--- config.mk ---
export PLATFORM = sky130hd
export DESIGN_NAME = nibble_serial_adder_flat
export DESIGN_NICKNAME = d
export VERILOG_FILES = /design/src/rtl/nibble_serial_adder_pkg.sv /design/src/rtl/nibble_serial_adder_if.sv /design/src/rtl/nibble_serial_adder.sv /design/src/flat_wrapper.sv
export SDC_FILE = /design/constraint.sdc
export NUM_CORES = 1
export LEC_CHECK = 0
export CAP_MARGIN = 20
export CORE_MARGIN = 2
export CORE_UTILIZATION = 52
export CTS_CLUSTER_SIZE = 16
export DETAILED_ROUTE_END_ITERATION = 10
export PLACE_DENSITY = 0.94
export SLEW_MARGIN = 5
export SYNTH_ARGS = -nofsm -noshare
export SYNTH_HDL_FRONTEND = slang
export SYNTH_SLANG_ARGS = --single-unit
--- constraint.sdc ---
create_clock -name clk -period 2.71 [get_ports clk]
set_input_delay 0.4065 -clock clk [delete_from_list [all_inputs] [get_ports clk]]
set_output_delay 0.4065 -clock clk [all_outputs]
set_load 0.02 [all_outputs]
--- src/rtl/nibble_serial_adder_pkg.sv ---
// Shared types and defaults for the nibble-serial adder front end.
package nibble_serial_adder_pkg;

   localparam int NIBBLES_DEF = 4;

   typedef enum logic [1:0] {
      IDLE = 2'd0,
      RUN  = 2'd1,
      DONE = 2'd2
   } state_t;

endpackage

--- src/rtl/nibble_serial_adder_if.sv ---
// Request, result and external 4-bit adder signals of the nibble-serial adder.
interface nibble_serial_adder_if
   import nibble_serial_adder_pkg::*;
#(
   parameter int NIBBLES = NIBBLES_DEF
);
   localparam int W = 4 * NIBBLES;

   logic         in_valid;
   logic         in_ready;
   logic [W-1:0] op_a;
   logic [W-1:0] op_b;
   logic         op_cin;

   logic [3:0]   add_a;
   logic [3:0]   add_b;
   logic         add_cin;
   logic [3:0]   add_sum;
   logic         add_cout;

   logic         res_valid;
   logic         res_ready;
   logic [W-1:0] result;
   logic         cout;
   logic         zero;
   logic         overflow;

   // slave: the serial adder block
   modport slave (
      input  in_valid, op_a, op_b, op_cin, add_sum, add_cout, res_ready,
      output in_ready, add_a, add_b, add_cin, res_valid, result, cout, zero, overflow
   );

   // master: requester, consumer and the attached adder seen together
   modport master (
      output in_valid, op_a, op_b, op_cin, add_sum, add_cout, res_ready,
      input  in_ready, add_a, add_b, add_cin, res_valid, result, cout, zero, overflow
   );

endinterface

--- src/rtl/nibble_serial_adder.sv ---
// Sequences a W-bit add through an external combinational 4-bit adder,
// one nibble per cycle, LSB first, then holds the result until consumed.
module nibble_serial_adder
   import nibble_serial_adder_pkg::*;
#(
   parameter int NIBBLES = NIBBLES_DEF
) (
   input  logic                  clk,
   input  logic                  rst_n,
   nibble_serial_adder_if.slave  bus
);

   localparam int W     = 4 * NIBBLES;
   localparam int IDX_W = (NIBBLES > 1) ? $clog2(NIBBLES) : 1;

   state_t             state;
   logic [IDX_W-1:0]   idx;
   logic               carry;
   logic [W-1:0]       a_q;
   logic [W-1:0]       b_q;
   logic [W-1:0]       sum_q;
   logic               in_ready_q;
   logic               res_valid_q;
   logic               cout_q;
   logic               zero_q;
   logic               ovf_q;

   logic [3:0]         nib_a;
   logic [3:0]         nib_b;
   logic [W-1:0]       sum_nxt;
   logic               last;

   // Nibble select and the result with the current adder output merged in
   always_comb begin
      nib_a   = '0;
      nib_b   = '0;
      sum_nxt = sum_q;
      for (int i = 0; i < NIBBLES; i++) begin
         if (idx == IDX_W'(i)) begin
            nib_a              = a_q[4*i +: 4];
            nib_b              = b_q[4*i +: 4];
            sum_nxt[4*i +: 4]  = bus.add_sum;
         end
      end
   end

   assign last = (idx == IDX_W'(NIBBLES - 1));

   assign bus.add_a     = (state == RUN) ? nib_a : 4'd0;
   assign bus.add_b     = (state == RUN) ? nib_b : 4'd0;
   assign bus.add_cin   = (state == RUN) ? carry : 1'b0;

   assign bus.in_ready  = in_ready_q;
   assign bus.res_valid = res_valid_q;
   assign bus.result    = sum_q;
   assign bus.cout      = cout_q;
   assign bus.zero      = zero_q;
   assign bus.overflow  = ovf_q;

   always_ff @(posedge clk) begin
      if (!rst_n) begin
         state       <= IDLE;
         idx         <= '0;
         carry       <= 1'b0;
         a_q         <= '0;
         b_q         <= '0;
         sum_q       <= '0;
         in_ready_q  <= 1'b1;
         res_valid_q <= 1'b0;
         cout_q      <= 1'b0;
         zero_q      <= 1'b0;
         ovf_q       <= 1'b0;
      end else begin
         case (state)
            IDLE: begin
               if (bus.in_valid) begin
                  a_q        <= bus.op_a;
                  b_q        <= bus.op_b;
                  carry      <= bus.op_cin;
                  idx        <= '0;
                  sum_q      <= '0;
                  in_ready_q <= 1'b0;
                  state      <= RUN;
               end
            end
            RUN: begin
               sum_q <= sum_nxt;
               carry <= bus.add_cout;
               idx   <= idx + 1'b1;
               if (last) begin
                  idx         <= '0;
                  state       <= DONE;
                  res_valid_q <= 1'b1;
                  cout_q      <= bus.add_cout;
                  zero_q      <= (sum_nxt == '0);
                  // Same-sign operands producing a differently-signed sum
                  ovf_q       <= (a_q[W-1] == b_q[W-1]) && (sum_nxt[W-1] != a_q[W-1]);
               end
            end
            DONE: begin
               if (bus.res_ready) begin
                  res_valid_q <= 1'b0;
                  in_ready_q  <= 1'b1;
                  state       <= IDLE;
               end
            end
            default: state <= IDLE;
         endcase
      end
   end

endmodule

--- src/flat_wrapper.sv ---
// flat-port wrapper written by rule: the top's interface ports become plain ports
module nibble_serial_adder_flat import nibble_serial_adder_pkg::*;
#(
   parameter int NIBBLES = NIBBLES_DEF
)
  (clk, rst_n, bus_in_valid, bus_op_a, bus_op_b, bus_op_cin, bus_add_sum, bus_add_cout, bus_res_ready, bus_in_ready, bus_add_a, bus_add_b, bus_add_cin, bus_res_valid, bus_result, bus_cout, bus_zero, bus_overflow);
  nibble_serial_adder_if #(.NIBBLES(NIBBLES)) bus_i ();
  input  logic clk;
  input  logic rst_n;
  input wire logic [$bits(bus_i.in_valid)-1:0] bus_in_valid;
  input wire logic [$bits(bus_i.op_a)-1:0] bus_op_a;
  input wire logic [$bits(bus_i.op_b)-1:0] bus_op_b;
  input wire logic [$bits(bus_i.op_cin)-1:0] bus_op_cin;
  input wire logic [$bits(bus_i.add_sum)-1:0] bus_add_sum;
  input wire logic [$bits(bus_i.add_cout)-1:0] bus_add_cout;
  input wire logic [$bits(bus_i.res_ready)-1:0] bus_res_ready;
  output wire logic [$bits(bus_i.in_ready)-1:0] bus_in_ready;
  output wire logic [$bits(bus_i.add_a)-1:0] bus_add_a;
  output wire logic [$bits(bus_i.add_b)-1:0] bus_add_b;
  output wire logic [$bits(bus_i.add_cin)-1:0] bus_add_cin;
  output wire logic [$bits(bus_i.res_valid)-1:0] bus_res_valid;
  output wire logic [$bits(bus_i.result)-1:0] bus_result;
  output wire logic [$bits(bus_i.cout)-1:0] bus_cout;
  output wire logic [$bits(bus_i.zero)-1:0] bus_zero;
  output wire logic [$bits(bus_i.overflow)-1:0] bus_overflow;
  assign bus_i.in_valid = bus_in_valid;
  assign bus_i.op_a = bus_op_a;
  assign bus_i.op_b = bus_op_b;
  assign bus_i.op_cin = bus_op_cin;
  assign bus_i.add_sum = bus_add_sum;
  assign bus_i.add_cout = bus_add_cout;
  assign bus_i.res_ready = bus_res_ready;
  assign bus_in_ready = bus_i.in_ready;
  assign bus_add_a = bus_i.add_a;
  assign bus_add_b = bus_i.add_b;
  assign bus_add_cin = bus_i.add_cin;
  assign bus_res_valid = bus_i.res_valid;
  assign bus_result = bus_i.result;
  assign bus_cout = bus_i.cout;
  assign bus_zero = bus_i.zero;
  assign bus_overflow = bus_i.overflow;
  nibble_serial_adder #(.NIBBLES(NIBBLES)) u_core (.clk(clk), .rst_n(rst_n), .bus(bus_i));
endmodule
Word-level counts from Yosys, hierarchy flattened
Cells that the tools add are included.
- add/sub/neg operators: 1
- equality and inequality tests: 10
- muxes and demuxes: 32
- reduce and logical (&&, ||, !) cells: 13
- operators with widths (kind ; number):
    $mux 4 ; 14
    $pmux 16 s2 ; 1
    $logic_not 16->1 ; 1
    $mux 16 ; 1
    $mux 2 ; 5
    $reduce_and 3->1 ; 3
    $eq 2x2->1 const B ; 3
    $mux 1 ; 6
    $pmux 1 s2 ; 3
    $pmux 2 s3 ; 1
    $reduce_and 2->1 ; 3
    $reduce_bool 2->1 ; 3
    $eq 2x1->1 const B ; 2
    $logic_not 2->1 ; 2
    $ne 2x2->1 const B ; 2
    $pmux 2 s2 ; 1
    $add 2x1->2 const B ; 1
    $ne 2x1->1 const B ; 1
    $eq 1x1->1 ; 1
    $logic_and 1x1->1 ; 1
    $ne 1x1->1 ; 1
- register bits after elaboration: 58
- bits of input ports: 42
- output and inout port bits: 30
- logic and storage cells: 67

Longest topological paths before layout
Gate-level depths: netlist (run 1).
- depth in word-level cells: 6
- depth in mapped cells: 7
- gate-level depth less buffers: 6

Worst setup path before layout (run 1)
OpenSTA, ideal clock, no wires.
- path kind: reg-to-output
- from: register u_core.idx[0]
- to: output port bus_add_a[0]
- data arrival time: 1.707 ns
- data required time: 2.304 ns
- slack: 0.596 ns
- stages on the path, launching flop included: 6
- buffers on the path: 2
- cells stage by stage: dfxtp_1 -> ha_1 -> clkbuf_1 -> or3b_1 -> buf_2 -> o21ai_0
- word-level cells in the longest chain between the ends: 6
- elaborated cells between the ends (all ways): 9
- those cells by class: eq/ne (3); mux (5); reduce/logical (1)
- ends and longest elaborated chain (item ; line ; source):
    start: declaration ; nibble_serial_adder.sv:17 ; logic [IDX_W-1:0] idx;
    start signal: assignment ; nibble_serial_adder.sv:89 ; idx <= idx + 1'b1;
    $logic_not 2->1 ; nibble_serial_adder.sv:39 ; if (idx == IDX_W'(i)) begin
    $mux 4 (3 in a row) ; nibble_serial_adder.sv:39 ;
    $mux 4 * ; nibble_serial_adder.sv:39 ;
    $mux 4 * ; nibble_serial_adder.sv:49 ; assign bus.add_a = (state == RUN) ? nib_a : 4'd0;
    end: declaration ; flat_wrapper.sv:18 ; output wire logic [$bits(bus_i.add_a)-1:0] bus_add_a;
Every way passes the cells marked *; elsewhere a longest branch is shown, timed or not.

Final worst setup path (run 1)
- from: register u_core.state[0]
- to: output port bus_add_cin
- word-level cells in the longest chain between the ends: 2
- ends and longest elaborated chain (item ; line ; source):
    start: declaration ; nibble_serial_adder.sv:16 ; state_t state;
    start signal: assignment ; nibble_serial_adder.sv:62 ; state <= IDLE;
    start signal: assignment ; nibble_serial_adder.sv:83 ; state <= RUN;
    start signal: assignment ; nibble_serial_adder.sv:92 ; state <= DONE;
    $eq 2x1->1 ; nibble_serial_adder.sv:51 ; assign bus.add_cin = (state == RUN) ? carry : 1'b0;
    $mux 1 ; nibble_serial_adder.sv:51 ;
    end: declaration ; flat_wrapper.sv:20 ; output wire logic [$bits(bus_i.add_cin)-1:0] bus_add_cin;
Every way passes these cells.

==> metrics, run 1 <==
Max VDD drop=370 µV; PortBufs=71; CTS tree=done; Sw Pwr=0.520 mW; Die Ht=75.1 µm; RR Endpoint=u_core.bus.result[1]; P&R area growth vs syn=35.9%; initial antenna violation count=0; final wirelength=7350 µm; clk buf depth=2; via/cell ratio=5.85; clock network power share=0.368; status=finished clean; hold_buf cts=0; Detail Route Antenna Nets=0; post-CTS resize count=14; first-pass detailed-route iteration total=4; crit path capture type=output pin; Required @ worst endpoint=2300 ps; Worst-Skew Late Latency=340 ps; largest net degree at the start of global routing=34; GR Util All Layers=0.275; Die Wd=75.1 µm; clk root buf=clkbuf_8; register area share after synthesis=0.441; reg2reg path depth=5; core area=0.00479 mm²; Net Count, Synth=366; grt ovf=0; io pins=72; DIE AREA=0.00565 mm²; HP Class=reg2reg; TNS Setup=0 ps; layout cell share with drive strength beyond 1=0.0746; normalized max-slew margin=0.603; cell count after synthesis=320; standard-cell row count=25; leak pwr=1.29 nW; worst path arrival time=2130 ps; clk_skew=4.20 ps; Total Power=1.92 mW; number of global-route vias before repair=2,512; synthesized flop and latch total=58; Clock transition at path regs=60 ps; Hold Path End=u_core.a_q[4]; Net Sw Frac=0.270; Fin. Hold Viols=0; crit path max fanout=9; drt first-iter violations=202; Hold Path Stages=2; part of the power in registers=0.479; Peak Freq=395 MHz; drt wl/cell=16.1 µm; first-pass GRT wire length=11,600 µm; combinational power share=0.153; maxcap violations=0; pre-CTS setup slack=89.9 ps; measured slew at the worst slew-check pin=594 ps; internal power=1.40 mW; setup bufs post-CTS=0; Net count, final=431; drt drc=0; Mapped Avg Cell Area=8.22 µm²; diode count=0; Slew Limit Fails=0; GP Congestion=0.820; mapped cell area=0.00263 mm²; htree depth=3; CTS sink count=58; unrepaired setup endpoints after global routing=false; period utilisation layout=0.935; HP Start=u_core.a_q[4]; Critical Path Source Type=register; Final min period=2530 ps; pwr/cell area=538 mW/mm²; YS warnings=0; worst setup margin=177 ps; Final setup viols=0; Setup CP Type=reg2out; CTS Buf Count=9; r2r startpoint=u_core.idx[0]; Final HPWL DP=4850 µm; DR vias=2,669; hold slack=457 ps; Initial Util=0.550; R2R setup slack=1030 ps; count of cell types in the netlist=31
==> area by class of cell <==
cell class / count / area [µm²]
clock inverter: 3 / 15.0
inverter: 4 / 15.0
tap: 67 / 83.8
multi-input combinational: 234 / 1390
timing repair buffer: 78 / 757
sequential: 58 / 1160
clock buffer: 12 / 155
fill: 342 / 1210
==> cell families after synthesis <==
kind of cell / count (synthesis) / share of synthesized area
simple gates: 134 / 0.227
flops: 58 / 0.441
buf+inv: 28 / 0.0475
fa+ha+maj: 4 / 0.0190
compound gates: 88 / 0.234
mux: 8 / 0.0304
==> per-layer routing <==
metal | vias to the layer above | routed length [µm] | global-route usage
li1 | 1237 | - | -
met1 | 1267 | 2940 | 0.315
met2 | 138 | 3630 | 0.473
met3 | 27 | 555 | 0.0589
met4 | 0 | 228 | 0.160
met5 | - | 0 | 0
==> cell usage after synthesis <==
cell type,n,area share
dfxtp_1,58,0.44
o22ai_1,5,0.012
nor2b_1,19,0.045
buf_4,2,0.0057
o21ai_1,2,0.0038
a21boi_1,10,0.029
a31o_1,1,0.0033
o21ai_0,18,0.034
inv_1,4,0.0057
o21bai_1,1,0.0029
nor2_1,4,0.0057
a21oi_1,5,0.0095
o221ai_1,1,0.0033
or3b_1,1,0.0033
nand2_2,1,0.0024
nor4_1,4,0.0095
nand2_1,89,0.13
nor3b_1,1,0.0029
nand2b_1,3,0.0071
and2_1,2,0.0048
a21boi_0,26,0.074
buf_1,1,0.0014
buf_2,10,0.019
clkbuf_1,11,0.016
a32oi_1,16,0.053
or3_1,1,0.0024
nand3_1,9,0.017
a22oi_1,2,0.0057
o21ba_2,1,0.0038
mux2i_1,8,0.030
ha_1,4,0.019
==> layout by cell type (no fill, tap or decap) <==
master / synthesis / layout
nand2_1: 89 / 89
clkdlybuf4s50_1: 0 / 63
dfxtp_1: 58 / 58
a21boi_0: 26 / 26
nor2b_1: 19 / 18
o21ai_0: 18 / 17
a32oi_1: 16 / 16
clkbuf_8: 0 / 11
a21boi_1: 10 / 10
nand3_1: 9 / 9
mux2i_1: 8 / 8
dlygate4sd2_1: 0 / 7
buf_4: 2 / 7
o22ai_1: 5 / 5
a21oi_1: 5 / 5
inv_1: 4 / 4
nor4_1: 4 / 4
o21ai_1: 2 / 3
nand2b_1: 3 / 3
nor2_1: 4 / 3
ha_4: 0 / 3
clkinv_2: 0 / 3
and2_1: 2 / 2
a22oi_1: 2 / 2
or3b_4: 0 / 1
nor2b_2: 0 / 1
o21ba_2: 1 / 1
nand2_2: 1 / 1
or3_1: 1 / 1
nor2_2: 0 / 1
o221ai_1: 1 / 1
a31o_1: 1 / 1
nor3b_1: 1 / 1
o21bai_1: 1 / 1
ha_1: 4 / 1
clkbuf_1: 11 / 1
dlymetal6s2s_1: 0 / 1
==> power groups by stage <==
| stage | combinational, mW | sequential, mW | clock (mW) |
|---|---|---|---|
| global placement | 0.269 | 0.935 | 0 |
| CTS | 0.290 | 0.920 | 0.710 |
| floorplan | 0.152 | 0.936 | 0 |
| detailed placement | 0.281 | 0.937 | 0 |
| finish | 0.293 | 0.921 | 0.708 |
| global route | 0.319 | 0.925 | 0.746 |
==> flip-flops by register name, indices dropped and copies added, names as in the netlist <==
signal                cells
u_core.bus.cout           1
u_core.b_q               16
u_core.bus.result        16
u_core.carry              1
u_core.state              2
u_core.idx                2
u_core.bus.zero           1
u_core.bus.res_valid      1
u_core.bus.overflow       1
u_core.a_q               16
u_core.bus.in_ready       1
==> worst max-delay path: stages, from the launching register on <==
cell and delay [ps]:
dfxtp_1 470, nor2b_2 350, buf_4 220, and2_1 150, clkdlybuf4s50_1 600
==> through the flow <==
| stage | cells | cell area (µm²) | utilization |
|---|---|---|---|
| 2_1_floorplan | 320 | 2630 | - |
| 3_3_place_gp | 441 | 3370 | 0.705 |
| 3_5_place_dp | 441 | 3370 | 0.705 |
| 4_1_cts | 456 | 3570 | 0.747 |
| 5_1_grt | 456 | 3580 | 0.747 |
| 6_report | 456 | 3580 | 0.747 |
==> worst max-delay path by stage <==
stage | from | end | slack, ps
final | u_core.state[0] | bus_add_cin | 180
after global routing | u_core.idx[0] | bus_add_a[3] | 50
after CTS | u_core.idx[0] | bus_add_b[1] | 30
after detailed placement | u_core.idx[0] | bus_add_a[1] | 90
after global placement | u_core.idx[0] | bus_add_b[0] | 190
after floorplan | u_core.idx[0] | bus_add_a[0] | 600
Note: power is estimated with default switching activity, not from simulation.
==> run 2: changes to the inputs <==
ABC_AREA = 1   (was not set)
HOLD_SLACK_MARGIN = 0.03   (was not set)
==> run 2 against run 1 <==
Effect of this change:
- utilization decreased by 2.3 points
- worst setup slack got worse by 170 ps
- critical path depth increased by 2
- area after synthesis increased by 3.8%
- global-route usage decreased by 3.0 points
- first-iteration DRC count decreased by 7.9%
- maximum frequency decreased by 6.2%
- non-clock buffer count decreased by 1
- via count increased by 1.3%
- critical endpoint is now bus_add_b[2]
- total power increased by 11%
- count of clock-buffer cells in the layout increased by 1
==> metrics, run 2 <==
CP Buf/Inv Count=3; via/cell ratio=5.22; Slew Limit Fails=0; io pins=72; R2R setup slack=960 ps; Crit path max-delay family=buffers and inverters; crit path max fanout=10; synthesized flop and latch total=58; met1 GRT Util=0.301; DIE AREA=0.00585 mm²; GR Util All Layers=0.245; first-pass detailed-route iteration total=4; Required @ worst endpoint=2300 ps; met2 usage=0.405; GR Layer Usage met3=0.0616; launch point of the critical path=u_core.idx[0]; Clock transition at path regs=60 ps; Net Count, Synth=420; Net count, final=490; count of cell types in the netlist=30; share of the synthesized area in the top cell type=0.425; normalized max-slew margin=0.654; P&R area growth vs syn=34.6%; Final HPWL DP=4850 µm; final wirelength=6850 µm; most frequent cells in the layout=nand2_1, nor2_1, clkdlybuf4s50_1, dfxtp_1, o21ai_0; crit path cell chain=inv_1 > ha_1 > inv_1 > or2_2 > a32o_1 > clkdlybuf4s50_1; HP Class=reg2reg; top post-synthesis cells by area=dfxtp_1, nand2_1, nor2_1; leak pwr=1.47 nW; largest net degree at the start of global routing=38; RR Endpoint=u_core.bus.zero; clk root buf=clkbuf_8; hold_buf cts=0; YS warnings=0; PortBufs=71; grt ovf=0; clk_skew=8.69 ps; crit path capture type=output pin; measured slew at the worst slew-check pin=519 ps; hold slack=458 ps; r2r startpoint=u_core.idx[0]; maxcap violations=0; WP depth=6; CP max-delay cell=clkdlybuf4s50_1; Mapped Avg Cell Area=7.30 µm²; cell count after synthesis=374; Initial Util=0.538; Setup CP Type=reg2out; standard-cell row count=26; Critical Path Source Type=register; register area share after synthesis=0.425; diode count=0; Peak Freq=370 MHz; Final Non-Filler Cells=518; drt drc=0; CP max stage delay=540 ps; Max VDD drop=383 µV; Worst-Skew Late Latency=340 ps; CTS tree=done; unrepaired setup endpoints after global routing=true; number of global-route vias before repair=2,586; largest area contributor in the netlist=dfxtp_1; clk buf depth=2; Worst setup endpoint=bus_add_b[2]; Final min period=2700 ps; pwr/cell area=579 mW/mm²; fraction of registers with async set or reset after synthesis=0; period utilisation layout=0.996; DR vias=2,703; Commonest cells post-synth=nand2_1, nor2_1, dfxtp_1, o21ai_0, a21oi_1; Top FF cell, synth=dfxtp_1; Detail Route Antenna Nets=0; drt wl/cell=13.2 µm; number of enable flip-flop cells after synthesis=0; layout cell share with drive strength beyond 1=0.134; CP dominant cell by count=inv_1; first-pass GRT wire length=11,600 µm; TNS Setup=0 ps; CTS sink count=58; most used routing layer in global routing=met2; status=finished clean; mapped cell area=0.00273 mm²; initial antenna violation count=0; Final Core Density=0.725; GP Congestion=0.869; Fin. Hold Viols=0; CTS Buf Count=9; worst path arrival time=2290 ps; Die Wd=76.5 µm; drt first-iter violations=186; reg2reg path depth=10; Final setup viols=0; htree depth=3; Die Ht=76.5 µm; placed insts=501; core area=0.00507 mm²
==> run 2: how the worst min path moves through the flow <==
stage,start,end,slack [ps],cells after the start
5_1_grt,u_core.bus.in_ready,u_core.bus.in_ready,490,2
2_1_floorplan,u_core.carry,u_core.carry,440,2
4_1_cts,u_core.bus.in_ready,u_core.bus.in_ready,460,2
3_5_place_dp,u_core.bus.in_ready,u_core.bus.in_ready,450,2
6_report,u_core.bus.in_ready,u_core.bus.in_ready,460,2
3_3_place_gp,u_core.bus.in_ready,u_core.bus.in_ready,440,2
==> run 2: worst min-delay path, cell delays in order, from the launching register on <==
cell     delay (ps)
dfxtp_1         310
nand2_1          60
nand2_1          50
==> run 2: area by class of cell <==
cell class / instances / area [µm²]
inverter: 24 / 96.3
timing repair buffer: 77 / 753
clock buffer: 13 / 169
fill: 426 / 1400
clock inverter: 2 / 35.0
sequential: 58 / 1160
tap: 70 / 87.6
multi-input combinational: 274 / 1380
==> run 2: report_power, final <==
part           total (mW)  internal (mW)  switching, mW
clock network       0.822          0.493          0.328
logic               0.366          0.160          0.206
registers           0.941          0.907         0.0340
total                2.13           1.56          0.569
==> run 2: cells by family after synthesis <==
family / after synthesis / share of synthesized area
AO/OA/AOI/OAI: 85 / 0.186
adder cells (fa/ha/maj): 4 / 0.0183
buffers and inverters: 42 / 0.0733
flip-flops: 58 / 0.425
AND/OR/NAND/NOR: 185 / 0.297
==> run 2: metrics by stage <==
stage               instance area (µm²)  total power [mW]  worst slack [ps]
floorplan                          2730              1.19               950
global placement                   3450              1.31               334
detailed placement                 3450              1.32               259
CTS                                3660              2.13              8.43
global route                       3680              2.22              -100
finish                             3680              2.13              10.4
==> run 2: per-layer routing <==
metal  up-vias  share of wire
li1       1361              -
met1      1221           0.43
met2       106           0.47
met3        15          0.074
met4         0          0.020
met5         -              0
==> run 2: timing repair <==
action                                  CTS  global route
buffers inserted                          0             2
resized for setup                         4             1
endpoints found under the setup margin    8             6
